==> src/rtl/cmp_minmax_ctrl.sv <==
`default_nettype none
// ============================================================================
// Module  : cmp_minmax_ctrl
// Brief   : Frame-based running min/max tracker. It counts the accepted
//           samples, saturating at 63, and flags frames whose samples are all
//           the same value. A three-state controller (IDLE/RUN/DONE) frames
//           the accumulation, and done pulses for one cycle when the results
//           are final.
// Revision: 1.0 - initial release
// ============================================================================
module cmp_minmax_ctrl #(
  parameter int WIDTH = 5
) (
  input  logic             clk,
  input  logic             rst,
  input  logic             start,
  input  logic             in_valid,
  input  logic [WIDTH-1:0] in_data,
  input  logic             in_last,
  output logic             in_ready,
  output logic             busy,
  output logic             done,
  output logic [WIDTH-1:0] max_out,
  output logic [WIDTH-1:0] min_out,
  output logic [5:0]       count,
  output logic             all_eq
);

  localparam logic [1:0] S_IDLE    = 2'd0;
  localparam logic [1:0] S_RUN     = 2'd1;
  localparam logic [1:0] S_DONE    = 2'd2;
  localparam logic [5:0] COUNT_MAX = 6'd63;

  logic [1:0]       state_q, state_d;
  logic [WIDTH-1:0] max_q, max_d;
  logic [WIDTH-1:0] min_q, min_d;
  logic [5:0]       count_q, count_d;
  logic             all_eq_q, all_eq_d;
  logic             accept;

  // State register; reset takes effect immediately, without a clock edge
  always_ff @(posedge clk or posedge rst) begin
    if (rst) begin
      state_q <= S_IDLE;
    end else begin
      state_q <= state_d;
    end
  end

  // Next-state logic: DONE always lasts exactly one cycle
  always_comb begin
    state_d = state_q;
    case (state_q)
      S_IDLE:  if (start) state_d = S_RUN;
      S_RUN:   if (accept && in_last) state_d = S_DONE;
      S_DONE:  state_d = S_IDLE;
      default: state_d = S_IDLE;
    endcase
  end

  // Controller outputs depend on the state alone, so in_ready never depends on in_valid
  always_comb begin
    in_ready = (state_q == S_RUN);
    busy     = (state_q == S_RUN) || (state_q == S_DONE);
    done     = (state_q == S_DONE);
  end

  assign accept = in_valid & in_ready;

  // Result update: initialise on frame open, then fold in each accepted sample
  always_comb begin
    max_d    = max_q;
    min_d    = min_q;
    count_d  = count_q;
    all_eq_d = all_eq_q;
    if ((state_q == S_IDLE) && start) begin
      max_d    = '0;
      min_d    = {WIDTH{1'b1}};
      count_d  = '0;
      all_eq_d = 1'b1;
    end else if (accept) begin
      if (count_q == 6'd0) begin
        // First sample seeds both extremes regardless of the init values
        max_d = in_data;
        min_d = in_data;
      end else begin
        if (in_data > max_q) max_d = in_data;
        if (in_data < min_q) min_d = in_data;
        // All samples so far equal max_q, so one mismatch against it is enough
        if (in_data != max_q) all_eq_d = 1'b0;
      end
      if (count_q != COUNT_MAX) count_d = count_q + 6'd1;
    end
  end

  // Result registers; their values are held from DONE through IDLE until the next start
  always_ff @(posedge clk or posedge rst) begin
    if (rst) begin
      max_q    <= '0;
      min_q    <= '0;
      count_q  <= '0;
      all_eq_q <= 1'b0;
    end else begin
      max_q    <= max_d;
      min_q    <= min_d;
      count_q  <= count_d;
      all_eq_q <= all_eq_d;
    end
  end

  assign max_out = max_q;
  assign min_out = min_q;
  assign count   = count_q;
  assign all_eq  = all_eq_q;

endmodule
`default_nettype wire

==> config.mk <==
export PLATFORM = sky130hd
export DESIGN_NAME = cmp_minmax_ctrl
export DESIGN_NICKNAME = d
export VERILOG_FILES = /design/src/rtl/cmp_minmax_ctrl.sv
export SDC_FILE = /design/constraint.sdc
export NUM_CORES = 1
export LEC_CHECK = 0
export CORE_UTILIZATION = 50
export CTS_BUF_LIST = sky130_fd_sc_hd__clkbuf_16
export DETAILED_ROUTE_END_ITERATION = 8
export PLACE_DENSITY_LB_ADDON = 0.1
export SLEW_MARGIN = 0
export SYNTH_ARGS = -nofsm -noshare
export SYNTH_HDL_FRONTEND = slang
export SYNTH_SLANG_ARGS = --single-unit
==> constraint.sdc <==
create_clock -name clk -period 2.5 [get_ports clk]
set_input_delay 0.375 -clock clk [delete_from_list [all_inputs] [get_ports clk]]
set_output_delay 0.375 -clock clk [all_outputs]
set_load 0.05 [all_outputs]
* Word-level counts from Yosys, hierarchy flattened
Index checks and enable logic that the tools add are counted.
** Storage, ports and cells
- Flip-flop bits (word level) :: 19
- Output and inout port bits :: 20
- Input port bits :: 10
** Cells by class
- Order comparisons :: 2
- Add/sub/neg operators :: 1
- Reduce and logical (&&, ||, !) cells :: 15
- Bitwise operators :: 1
- Equal/unequal tests :: 7
- Mux-type cells :: 18
** Operators with widths (number)
- 5-bit two-way mux :: 8
- 6-bit two-way mux :: 3
- 2-bit AND reduction :: 4
- 6-bit by 1-bit adder with 6-bit output (second input constant) :: 1
- 6-bit logical NOT :: 1
- 6-bit != test (second input constant) :: 1
- 2-bit nonzero test :: 3
- 3-bit nonzero test :: 2
- 5-bit > comparator :: 1
- 5-bit less-than comparator :: 1
- 5-bit != test :: 1
- 1-bit two-way mux :: 4
- 2-bit two-way mux :: 2
- 2-bit != test (second input constant) :: 2
- 2-bit case mux with 2 select lines :: 1
- 3-bit AND reduction :: 1
- 2-bit by 1-bit equality test with 1-bit output (second input constant) :: 1
- 2-bit equality test (second input constant) :: 1
- 1-bit logical AND :: 2
- 2-bit logical NOT :: 1
- 2-bit by 1-bit != test with 1-bit output (second input constant) :: 1
- 1-bit bitwise AND :: 1
- 1-bit logical OR :: 1

* Longest topological paths before layout
Gate-level depths: netlist of the first run.
- Depth in word-level cells :: 5
- Mapped depth :: 7
- Depth with buffers taken out :: 6

* Least setup slack after synthesis of the first run
OpenSTA, ideal clock, no wires.
- Kind :: flip-flop to flip-flop
- Start point :: register max_q[4] (netlist: max_out[4])
- End point :: register max_q[0] (netlist: max_out[0])
- Period minus slack after synthesis :: 2061 ps
- Arrival time :: 1982 ps
- Setup time :: 79 ps
- Cell stages (with the launch flop) :: 7
- Path slack :: 439 ps
- Data required time :: 2421 ps
- Cells stage by stage :: dfrtp_1 inv_1 ha_1 nand4_1 o21ba_2 a311oi_4 mux2i_1
** On the way
- Cells in the longest elaborated chain, start to end :: 3
** Ends and longest elaborated chain
- from (decl) :: RTL line 35 : logic [WIDTH-1:0] max_q, max_d;
- from (signal assigned) :: RTL line 104 : max_q <= max_d;
- 5-bit > comparator :: RTL line 87 : if (in_data > max_q) max_d = in_data;
- 3-bit nonzero test (no source line)
- 2-bit AND reduction (no source line)
Every way passes these cells.
A chain may end at the register's enable or synchronous reset.

* Final worst setup path of the first run
- Start point :: register state_q[1]
- End point :: output in_ready
** On the way
- Cells in the longest elaborated chain, start to end :: 1
** Ends and longest elaborated chain
- from (decl) :: RTL line 34 : logic [1:0] state_q, state_d;
- from (signal assigned) :: RTL line 46 : state_q <= state_d;
- 2-bit by 1-bit equality test with 1-bit output :: RTL line 63 : in_ready = (state_q == S_RUN);
- to (decl) :: RTL line 20 : output logic in_ready,
Every way passes these cells.

==> results.md, run 1 <==
- Number of DRC markers in iteration 0: 43
- Htree depth: 1
- Vertical die dimension: 53.4 um
- Main synth FF type: sky130_fd_sc_hd__dfrtp_1
- Crit path arrival time: 1.85 ns
- Number of cells traversed by the worst register-to-register path: 6
- Maximum number of pins on one net before global-route repair: 21
- CP cell instances: inv_1 > ha_1 > clkdlybuf4s50_1
- Share of flip-flops with an asynchronous set or reset after synthesis: 100%
- Tightest Pin Transition: 0.743 ns
- Final hold violations: 0
- Total congestion overflow: 0
- Post-detailed-placement cell area: 1660 um^2
- Min-delay worst type: reg2reg
- Hold Path Cell Cnt: 1
- Slew margin rel.: a little over 50%
- Clock tree buffer depth: 2
- Number of maximum-capacitance constraint violations: 0
- Register area share after synthesis: 36.0%
- Leak: between 0.0007 and 0.0008 uW
- Unrepaired setup endpoints after global routing: no
- WS Path Type: reg2out
- Final Net Count: 201
- Count of port buffers added during placement: 29
- Initial antenna violation count: 0
- Count of distinct cell types in the synthesized netlist: 34
- I/O pin count: 30
- Sum of negative setup slack: 0 ns
- Met3 track demand over resource: 3.16%
- HPWL Detailed: 2.15 mm
- Largest cells by area after synthesis: sky130_fd_sc_hd__dfrtp_1, sky130_fd_sc_hd__ha_1, sky130_fd_sc_hd__o211ai_1
- Number of buffers created by CTS: 3
- Ratio of routed vias to standard cells: 5.56
- R2r setup slk: 0.58 ns
- Gpl congestion: 1.01
- Max FO, Critical Path: 5
- Crit path max-delay cell type: sky130_fd_sc_hd__clkdlybuf4s50_1
- Startpoint of the most critical hold path: all_eq$_DFFE_PP0P_
- Antenna cells: 0
- Commonest cells after routing, fill and taps aside: sky130_fd_sc_hd__clkdlybuf4s50_1, sky130_fd_sc_hd__nand2_1, sky130_fd_sc_hd__inv_1
- Most frequent standard cell in the layout excluding fill and tap cells: sky130_fd_sc_hd__clkdlybuf4s50_1
- Endpoints failing setup: 0
- Detailed-route wire length per cell: 13.6 um
- Clock Sink Count: 19
- Latest clock arrival within the worst-skew pair: between 0.2 and 0.3 ns
- VDD IR max: around 0.96 mV
- GRT Max-Usage Layer: met2
- Number of synthesized flops with an enable pin: 0
- Number of global-route vias before repair: 1102
- Floorplan die width: 53.4 um
- Post-synthesis instance total: 139
- Minimum clock period: 2.23 ns
- Proportion of netlist area held by the largest area contributor: between 30% and 40%
- Category of the worst setup path capture point: output pin
- Net count of the mapped netlist: approximately 170
- Largest area contributor in the netlist: sky130_fd_sc_hd__dfrtp_1
- Yosys warning count: 0
- Achievable clock frequency: 449 MHz
- Clk slew on worst S/H paths: roughly 0.060 ns
- Antenna Violating Nets Remaining: 0
- Routed via count: roughly 1100
- Worst Hold End: all_eq$_DFFE_PP0P_
- Total power draw: around 2400 uW
- Power per standard cell area: 1370 nW/um^2
- DRC violation count after routing: 0
- Number of detailed-route iterations in the first pass: 4
- Global-route met2 utilization: 37.9%
- Peak per-stage delay on the critical path: about 0.83 ns
- Final-report max-slew violation count: 0
- Post-CTS setup buffer count: 0
- CTS root buffer: sky130_fd_sc_hd__clkbuf_16
- Final Skew: 0.00496 ns
- Final instance area: 1740 um^2
- Synthesis-to-finish area growth: 31.5%
- Met1 capacity usage during global routing: 27.1%
- Total of flip-flops plus latches after synthesis: 19
- Synthesized area: 1320 um^2
- DRT Wirelength: 2.78 mm
- Hold buffers post-CTS: 0
- Combined global-route utilization of all metal layers: 22.6%
- Crit share post-route: roughly nine tenths
- Initial Utilization: between 50% and 60%
- Data required, critical path: 2.12 ns
- Result of the run: complete, no violations
- Fraction of final layout cells with drive strength greater than 1: 9.77%
- Critical R2R Launch: max_out[4]$_DFFE_PP0P_
- Mean cell area of the mapped netlist: 9.51 um^2
- Number of core rows: 18
- Global-route wire length before repair: ~4.6 mm
- TritonCTS clock tree: built
- Area enclosed by the die boundary: 2850 um^2
- Worst hold margin: 0.480 ns
- Number of fillers in the final layout: 198
- Number of resized instances in the post-cts repair step: 0
- Core area: 2480 um^2
- Endpoint of the lowest-slack register-to-register path: max_out[0]$_DFFE_PP0P_
- Critical path startpoint category: register
-- logic make-up after synthesis --
kind of cell,synth area share [%]
adder cells (fa/ha/maj),15.2
AND/OR/NAND/NOR,15.1
AO/OA/AOI/OAI,21.3
multiplexers,4.64
buffers and inverters,7.86
flip-flops,36.0
-- report_power, final --
part	leakage, uW	internal (uW)	switching [uW]
Sequential	0.000236	433	116
Combinational	0.000497	554	956
Clock	0.0000409	214	115
-- routing by layer --
metal	routed length [um]	up-vias
met5	0	-
met3	142	6
li1	-	557
met4	40	0
met1	1260	533
met2	1340	39
-- stage by stage --
stage / instances / util (%) / setup WS [ns]
finish: 204 / 70.2 / 0.273
global route: 204 / 70.2 / 0.196
CTS: 204 / 70.2 / 0.264
detailed placement: 200 / 66.9 / 0.0821
global placement: 200 / 66.9 / 0.196
floorplan: 139 / - / 0.439
-- flip-flops by register name (all words and copies together), names as in the netlist --
register  cells
min_out       5
count         6
all_eq        1
max_out       5
state_q       2
-- cell type report --
| cell class | count | area (um^2) | share of cell area, % |
|---|---|---|---|
| Multi-Input combinational cell | 97 | 742 | 42.7 |
| Timing Repair Buffer | 34 | 328 | 18.9 |
| Tap cell | 30 | 37.5 | 2.16 |
| Clock inverter | 1 | 5.00 | 0.288 |
| Sequential cell | 19 | 475 | 27.4 |
| Clock buffer | 3 | 75.1 | 4.32 |
| Inverter | 20 | 75.1 | 4.32 |
-- worst max path at each step --
stage                                 from                     end  slack, ns  depth (start not counted)
finish              state_q[1]$_DFFE_PP0P_                in_ready       0.27                          3
global placement                in_data[3]  max_out[4]$_DFFE_PP0P_       0.20                          6
detailed placement              in_data[4]  max_out[0]$_DFFE_PP0P_       0.08                          6
floorplan           max_out[4]$_DFFE_PP0P_  max_out[0]$_DFFE_PP0P_       0.44                          6
CTS                 state_q[1]$_DFFE_PP0P_                in_ready       0.26                          3
global route        state_q[1]$_DFFE_PP0P_                in_ready       0.20                          3
-- critical path, delay by kind of cell, from the launching register on --
family,cells,cell delay [ns]
buffers and inverters,2,0.97
flip-flops,1,0.39
adder cells (fa/ha/maj),1,0.25
-- cells in the mapped netlist (all sizes together), types with 2 or more instances --
cell	count
o31ai	2
ha	16
mux2i	5
nand2	22
a21oi	5
nor2b	2
o21ai	6
buf	2
dfrtp	19
nand3	3
o211ai	14
nor3	2
and2	3
inv	20
No activity file was read; power rests on OpenSTA's default activity.
==> inputs of run 2 (changes only) <==
- DONT_BUFFER_PORTS: unset -> 1
==> run 2 against run 1 <==
Compared with the run above:
- count of clock-buffer cells in the layout is the same
- first-iteration DRC count shrank 63%
- worst setup slack gained 0.27 ns
- register-to-register slack lost 0.04 ns
- critical path depth grew 2
- utilization shrank 9.3 points
- worst hold slack lost 0.34 ns
- non-clock buffer count shrank 21
- wire length shrank 2.5%
- global-route usage shrank 0.95 points
- sequential power grew 12%
- design area shrank 13%
==> results.md, run 2 (synthesized netlist as in run 1, its figures left out) <==
- Final hold violations: 0 (unchanged)
- Initial antenna violation count: 0 (unchanged)
- Peak per-stage delay on the critical path: 0.66 ns (was 0.83 ns)
- Tightest Pin Transition: 0.753 ns (was 0.743 ns)
- Number of resized instances in the post-cts repair step: 0 (unchanged)
- Leak: 0.000705 uW (was 0.000774 uW)
- Global-route met2 utilization: 36.7% (was 37.9%)
- Crit path max-delay cell type: sky130_fd_sc_hd__dfrtp_1 (was sky130_fd_sc_hd__clkdlybuf4s50_1)
- Result of the run: complete, no violations (unchanged)
- VDD IR max: 1.16 mV (was 0.959 mV)
- Number of core rows: 18 (unchanged)
- Global-route wire length before repair: 4.37 mm (was 4.58 mm)
- Combined global-route utilization of all metal layers: 21.6% (was 22.6%)
- Clock tree buffer depth: 2 (unchanged)
- Number of maximum-capacitance constraint violations: 0 (unchanged)
- Flip-flop count of the largest register after layout: 6 (unchanged)
- Commonest cells after routing, fill and taps aside: sky130_fd_sc_hd__nand2_1, sky130_fd_sc_hd__inv_1, sky130_fd_sc_hd__dfrtp_1 (was sky130_fd_sc_hd__clkdlybuf4s50_1, sky130_fd_sc_hd__nand2_1, sky130_fd_sc_hd__inv_1)
- Met1 capacity usage during global routing: 26.0% (was 27.1%)
- Initial Utilization: 53.3% (unchanged)
- Data required, critical path: 2.67 ns (was 2.12 ns)
- Routed via count: 1062 (was 1135)
- Final Net Count: 180 (was 201)
- Crit share post-route: 78.3% (was 89.1%)
- Critical path startpoint category: register (unchanged)
- Sum of negative setup slack: 0 ns (unchanged)
- Met3 track demand over resource: 4.02% (was 3.16%)
- Final-report max-slew violation count: 0 (unchanged)
- Most frequent standard cell in the layout excluding fill and tap cells: sky130_fd_sc_hd__nand2_1 (was sky130_fd_sc_hd__clkdlybuf4s50_1)
- Synthesis-to-finish area growth: 14.1% (was 31.5%)
- Clock Sink Count: 19 (unchanged)
- Number of instances in the placed design: 179 (was 200)
- Area enclosed by the die boundary: 2850 um^2 (unchanged)
- Vertical die dimension: 53.4 um (unchanged)
- Antenna Violating Nets Remaining: 0 (unchanged)
- CP cell instances: ha_1 > inv_1 > a211oi_2 > a311oi_4 > mux2i_1 (was inv_1 > ha_1 > clkdlybuf4s50_1)
- Unrepaired setup endpoints after global routing: no (unchanged)
- Antenna cells: 0 (unchanged)
- Power per standard cell area: 1490 nW/um^2 (was 1370 nW/um^2)
- GRT Max-Usage Layer: met2 (unchanged)
- Area of all sequential standard cells: 475 um^2 (unchanged)
- Floorplan die width: 53.4 um (unchanged)
- Max FO, Critical Path: 5 (unchanged)
- Maximum number of pins on one net before global-route repair: 22 (was 21)
- Achievable clock frequency: 511 MHz (was 449 MHz)
- Combined area of the multi-input logic cells: 742 um^2 (unchanged)
- Gpl congestion: 0.800 (was 1.01)
- Clk slew on worst S/H paths: 0.06 ns (about the same)
- DRT Wirelength: 2.71 mm (was 2.78 mm)
- HPWL Detailed: 2.11 mm (was 2.15 mm)
- TritonCTS clock tree: built (unchanged)
- Number of non-filler instances in the completed layout: 183 (was 204)
- Endpoints failing setup: 0 (unchanged)
- Core area: 2480 um^2 (unchanged)
- Number of buffers created by CTS: 3 (unchanged)
- Minimum clock period: 1.96 ns (was 2.23 ns)
- Latest clock arrival within the worst-skew pair: 0.25 ns (about the same)
- DRC violation count after routing: 0 (unchanged)
- Category of the worst setup path capture point: register (was output pin)
- Final Skew: 0.00379 ns (was 0.00496 ns)
- Crit path arrival time: 2.13 ns (was 1.85 ns)
- Number of DRC markers in iteration 0: 16 (was 43)
- Hold buffers post-CTS: 0 (unchanged)
- Ratio of routed vias to standard cells: 5.80 (was 5.56)
- CTS root buffer: sky130_fd_sc_hd__clkbuf_16 (unchanged)
- Number of detailed-route iterations in the first pass: 4 (unchanged)
- Min-delay worst type: in2async (was reg2reg)
- Number of global-route vias before repair: 998 (was 1102)
- Number of fillers in the final layout: 229 (was 198)
- Slew margin rel.: 49.7% (was 50.4%)
- Fraction of final layout cells with drive strength greater than 1: 16.3% (was 9.77%)
- Total congestion overflow: 0 (unchanged)
- Count of port buffers added during placement: 0 (was 29)
- Htree depth: 1 (unchanged)
- Detailed-route wire length per cell: 14.8 um (was 13.6 um)
- WS Path Type: reg2reg (was reg2out)
- Post-CTS setup buffer count: 0 (unchanged)
- I/O pin count: 30 (unchanged)
-- run 2: per-stage QoR --
step / hold WS (ns) / instance area [um^2] / setup WS (ns) / utilization [%] / total power [uW]
global route: 0.203 / 1510 / 0.391 / 60.9 / 2410
CTS: 0.171 / 1510 / 0.525 / 60.9 / 2260
detailed placement: 0.441 / 1430 / 0.540 / 57.6 / 1910
finish: 0.140 / 1510 / 0.543 / 60.9 / 2240
floorplan: 0.326 / 1320 / 0.439 / - / 1630
global placement: 0.420 / 1430 / 0.595 / 57.6 / 1870
-- run 2: worst paths after layout --
check                      cells after the start                     end              startpoint  slack, ns
setup / recovery                               5  max_out[4]$_DFFE_PP0P_  max_out[0]$_DFFE_PP0P_       0.54
hold / removal                                 1  state_q[1]$_DFFE_PP0P_                     rst       0.14
setup reg to reg                               5  max_out[4]$_DFFE_PP0P_  max_out[0]$_DFFE_PP0P_       0.54
hold reg to reg                                2  state_q[1]$_DFFE_PP0P_  state_q[1]$_DFFE_PP0P_       0.66
max in group asynchronous                      1  min_out[4]$_DFFE_PP0P_                     rst       1.88
min in group clk                               2  max_out[0]$_DFFE_PP0P_              in_data[0]       0.26
-- run 2: power by group --
group | leakage [uW] | internal [uW] | switching [uW]
logic | 0.000428 | 421 | 867
clock network | 0.0000409 | 215 | 123
registers | 0.000236 | 430 | 184
-- run 2: layout make-up --
class / instances / share of cell area (%)
tap: 30 / 2.49
clock buffer: 3 / 4.98
clock inverter: 1 / 0.332
timing repair buffer: 13 / 6.47
multi-input combinational: 97 / 49.2
inverter: 20 / 4.98
sequential: 19 / 31.5
-- run 2: critical path, delay by kind of cell (launching register included) --
kind                     cells  cell delay [ns]
multiplexers                 1             0.25
AO/OA/AOI/OAI                2             0.55
buffers and inverters        1             0.09
flip-flops                   1             0.66
adder cells (fa/ha/maj)      1             0.33
-- run 2: per-layer routing --
layer | up-vias | wire length, um
met3 | 7 | 109
li1 | 524 | -
met1 | 506 | 1200
met2 | 25 | 1350
met4 | 0 | 53
met5 | - | 0
==> RTL edit 1: new RTL, settings of run 1 <==
Set the localparam `COUNT_MAX` to 6'd47 (it was 6'd63).
--- a/src/rtl/cmp_minmax_ctrl.sv
+++ b/src/rtl/cmp_minmax_ctrl.sv
@@ -31,3 +31,3 @@
   localparam logic [1:0] S_DONE    = 2'd2;
-  localparam logic [5:0] COUNT_MAX = 6'd63;
+  localparam logic [5:0] COUNT_MAX = 6'd47;
 
Behaviour: same outputs for any inputs over 10 cycles, from zero or initial values and one cycle with rst high; that may be too few to reach the edited logic, so the function may still have changed.
==> RTL edit 1 against run 1 <==
- sequential cell count is the same
- utilization down 1.1 points
- wire length about the same
- area after synthesis shrank 1.3%
- setup slack lost 0.017 ns
- design area fell by 1.6%
- total power decreased by 7.8%
- hold slack improved by 0.010 ns
- critical path type unchanged
- critical endpoint unchanged
==> RTL edit 1: results <==
INSERT INTO impl_metrics (metric_group, metric, value, unit) VALUES
('routing', 'drt-initial-drc-count', '16', ''),
('finish', 'sequential_share_of_cell_area', '27.80', '%'),
('timing', 'finClkSkew', '0.004965', 'ns'),
('global_route', 'grt_start_max_net_pins', '20', ''),
('yosys', 'synth_top_cells_by_count', 'sky130_fd_sc_hd__inv_1, sky130_fd_sc_hd__nand2_1, sky130_fd_sc_hd__dfrtp_1', ''),
('finish', 'layout.comb_gates.multi_input', '93', ''),
('timing', 'worst_slew_margin_rel', '49.42', '%'),
('finish', 'final_net_count', '196', ''),
('finish', 'nonClkBufAreaFrac', '17.85', '%'),
('outcome', 'run_status', 'finished, final reports clean', ''),
('global_route', 'grt_first_pass_wirelength', '4698', 'um'),
('global_route', 'grt_use_met1', '29.17', '%'),
('global_route', 'global_route_total_usage_across_every_layer', '23.42', '%'),
('global_route', 'globalRouteMet3Util', '3.448', '%'),
('yosys', 'synth.distinct_cells', '32', ''),
('finish', 'buffers', '31', ''),
('setup_path', 'signal_arrival_time_at_the_worst_endpoint', '1.87', 'ns'),
('routing', 'detail_route.wirelength', '2780', 'um'),
('yosys', 'synth.yosys.seq_area_share', '36.47', '%'),
('finish', 'clkCellAreaFrac', '4.682', '%'),
('finish', 'multi_input_comb_area', '729.5', 'um2'),
('placement', 'place_ws', '0.07942', 'ns'),
('placement', 'place.gp.congestion', '0.8241', ''),
('finish', 'drive_above_1_share', '7.101', '%'),
('global_route', 'grt.met2_usage', '39.45', '%'),
('routing', 'dr_total_vias', '1084', '');
==> RTL edit 1: kinds of logic after synthesis <==
family | Yosys count | share of synthesized area, %
and+or+nand+nor | 40 | 15.64
AOI/OAI and AO/OA | 30 | 19.58
buffers and inverters | 24 | 7.581
DFF | 19 | 36.47
adders and majority gates | 16 | 15.35
muxes | 6 | 4.703
xor gates and xnor gates | 1 | 0.6719
==> RTL edit 1: worst max-delay path, cell delays in order, from the launching register on <==
cell and delay [ns]:
sky130_fd_sc_hd__dfrtp_1 0.38, sky130_fd_sc_hd__inv_1 0.13, sky130_fd_sc_hd__ha_1 0.27, sky130_fd_sc_hd__clkdlybuf4s50_1 0.83
==> RTL edit 1: layer usage <==
layer / up-vias / wire length (um)
met4: 0 / 51
met2: 26 / 1320
li1: 543 / -
met5: - / 0
met1: 511 / 1317
met3: 4 / 91
==> RTL edit 1: stage by stage <==
step | total power, mW | cells | util (%) | hold WS, ns | instance area (um2)
floorplan | 1.492 | 136 | - | 0.3261 | 1304
finish | 2.202 | 199 | 69.04 | 0.4907 | 1710
global route | 2.370 | 199 | 69.04 | 0.5047 | 1710
detailed placement | 1.873 | 195 | 65.81 | 0.4732 | 1630
CTS | 2.218 | 199 | 69.04 | 0.4908 | 1710
global placement | 1.843 | 195 | 65.81 | 0.4629 | 1630
==> RTL edit 1: final timing paths <==
check                             endpoint  slack (ns)  cells past startpoint
worst max-delay path              in_ready        0.26                      3
min in group asynchronous         count[4]        0.56                      2
max in group asynchronous       min_out[2]        1.46                      2
worst min register to register      all_eq        0.49                      1
worst min-delay path                all_eq        0.49                      1
worst max register to register  max_out[0]        0.55                      6
==> RTL edit 1: power by group <==
| group | internal [mW] | switching, mW |
|---|---|---|
| Clock | 0.214 | 0.116 |
| Combinational | 0.485 | 0.873 |
| Sequential | 0.420 | 0.0937 |
==> RTL edit 2: new RTL, flow settings as in run 1 <==
Without the edit above. Register the output `count` once more, cleared by the reset; this adds one clock of latency there. The other outputs are not delayed to match.
--- a/src/rtl/cmp_minmax_ctrl.sv
+++ b/src/rtl/cmp_minmax_ctrl.sv
@@ -112,3 +112,9 @@
   assign min_out = min_q;
-  assign count   = count_q;
+  always_ff @(posedge clk or posedge rst) begin
+    if (rst) begin
+      count <= '0;
+    end else begin
+      count <= count_q;
+    end
+  end
   assign all_eq  = all_eq_q;
Check against the original RTL: not equivalent (a bounded check fails within 4 cycles, from zero or initial values and one cycle with rst high).
==> RTL edit 2 against run 1 <==
- count of clock-buffer cells in the layout unchanged
- sequential cell count increased by 6
- clock skew decreased by 0.0028 ns
- hold slack got worse by 0.053 ns
- wire length increased by 4.1%
- setup slack improved by 0.039 ns
- area after synthesis increased by 4.4%
- non-clock buffer count decreased by 1
- synthesized cell count increased by 2.2%
- design area increased by 3.4%
- total power decreased by 1.4%
- maximum frequency increased by 1.8%
- critical path type unchanged
==> RTL edit 2: results <==
INSERT INTO impl_metrics (metric_group, metric, value, unit) VALUES
('min_path', 'worst_hold_launch', 'count_q[0]', ''),
('yosys', 'postSynthAreaPerCell', '9.710', 'um2'),
('setup_path', 'worst_reg_to_reg_path_cell_count', '7', ''),
('global_route', 'grt_first_pass_wirelength', '4664', 'um'),
('placement', 'place_ws', '0.2030', 'ns'),
('yosys', 'synth.distinct_cells', '28', ''),
('placement', 'place.gp.congestion', '0.8383', ''),
('setup_path', 'crit-reg2reg-capture', 'max_out[4]', ''),
('finish', 'drive_above_1_share', '5.682', '%'),
('yosys', 'post_synth_main_area_contributors', 'sky130_fd_sc_hd__dfrtp_1, sky130_fd_sc_hd__ha_1, sky130_fd_sc_hd__a21oi_1', ''),
('outcome', 'run_status', 'finished, final reports clean', ''),
('power_and_ir_drop', 'power_report.internal_total', '1.226', 'mW'),
('global_route', 'grt_start_max_net_pins', '26', ''),
('power_and_ir_drop', 'vdd_ir_drop_max', '1.165', 'mV'),
('min_path', 'min_delay_path_depth', '0', ''),
('timing', 'transition_time_of_the_tightest_slew_check_pin', '0.5150', 'ns'),
('finish', 'final_net_count', '203', ''),
('setup_path', 'cp-startpoint', 'state_q[0]', ''),
('yosys', 'synth_top_cells_by_count', 'sky130_fd_sc_hd__dfrtp_1, sky130_fd_sc_hd__ha_1, sky130_fd_sc_hd__inv_1', ''),
('setup_path', 'r2r_start', 'max_out[3]', '');
## RTL edit 2: cell types whose count changed in the layout (fill, tap and decap cells not counted), sizes merged, moves of 3 or more
cell and delta:
mux2i -5, nand3 +4, inv -4, o21ai +12, xnor2 +4, nor2 +3, o211ai -8, nand2 -9
a21oi +9, dfrtp +6
## RTL edit 2: power groups by stage
stage / sequential [mW] / clock, mW / combinational [mW]
final: 0.635 / 0.352 / 1.37
after global routing: 0.656 / 0.373 / 1.49
after CTS: 0.636 / 0.361 / 1.37
after detailed placement: 0.642 / 0 / 1.37
after global placement: 0.638 / 0 / 1.32
after floorplan: 0.951 / 0 / 0.676
## RTL edit 2: per-layer routing
layer  up-vias  wire [um]  share of wire (%)  GRT usage [%]
li1        560          -                  -              -
met1       564       1298                 45          25.56
met2        23       1487                 51          39.23
met3         3         88                3.0          4.444
met4         0         22               0.76          8.547
met5         -          0                  0              0
## RTL edit 2: layout make-up
class                   instances  area [um2]  share of cell area (%)
repair buffers                 33       320.3                   17.83
clock inverters                 1       5.005                  0.2786
clock buffers                   3       75.07                   4.178
multi-input cells              98       673.1                   37.47
inverters                      16       60.06                   3.343
well taps                      30       37.54                   2.089
flip-flops and latches         25       625.6                   34.82
## RTL edit 2: kinds of logic after synthesis
family | Yosys count | synth area share [%]
compound gates | 43 | 17.97
xor+xnor | 4 | 2.541
fa+ha+maj | 16 | 14.52
buf+inv | 19 | 5.807
flops | 25 | 45.37
simple gates | 35 | 13.79
## RTL edit 2: worst max-delay path: stages (launching register included)
cell and delay [ns]:
sky130_fd_sc_hd__dfrtp_1 0.38, sky130_fd_sc_hd__inv_1 0.10, sky130_fd_sc_hd__ha_1 0.28, sky130_fd_sc_hd__clkdlybuf4s50_1 0.79
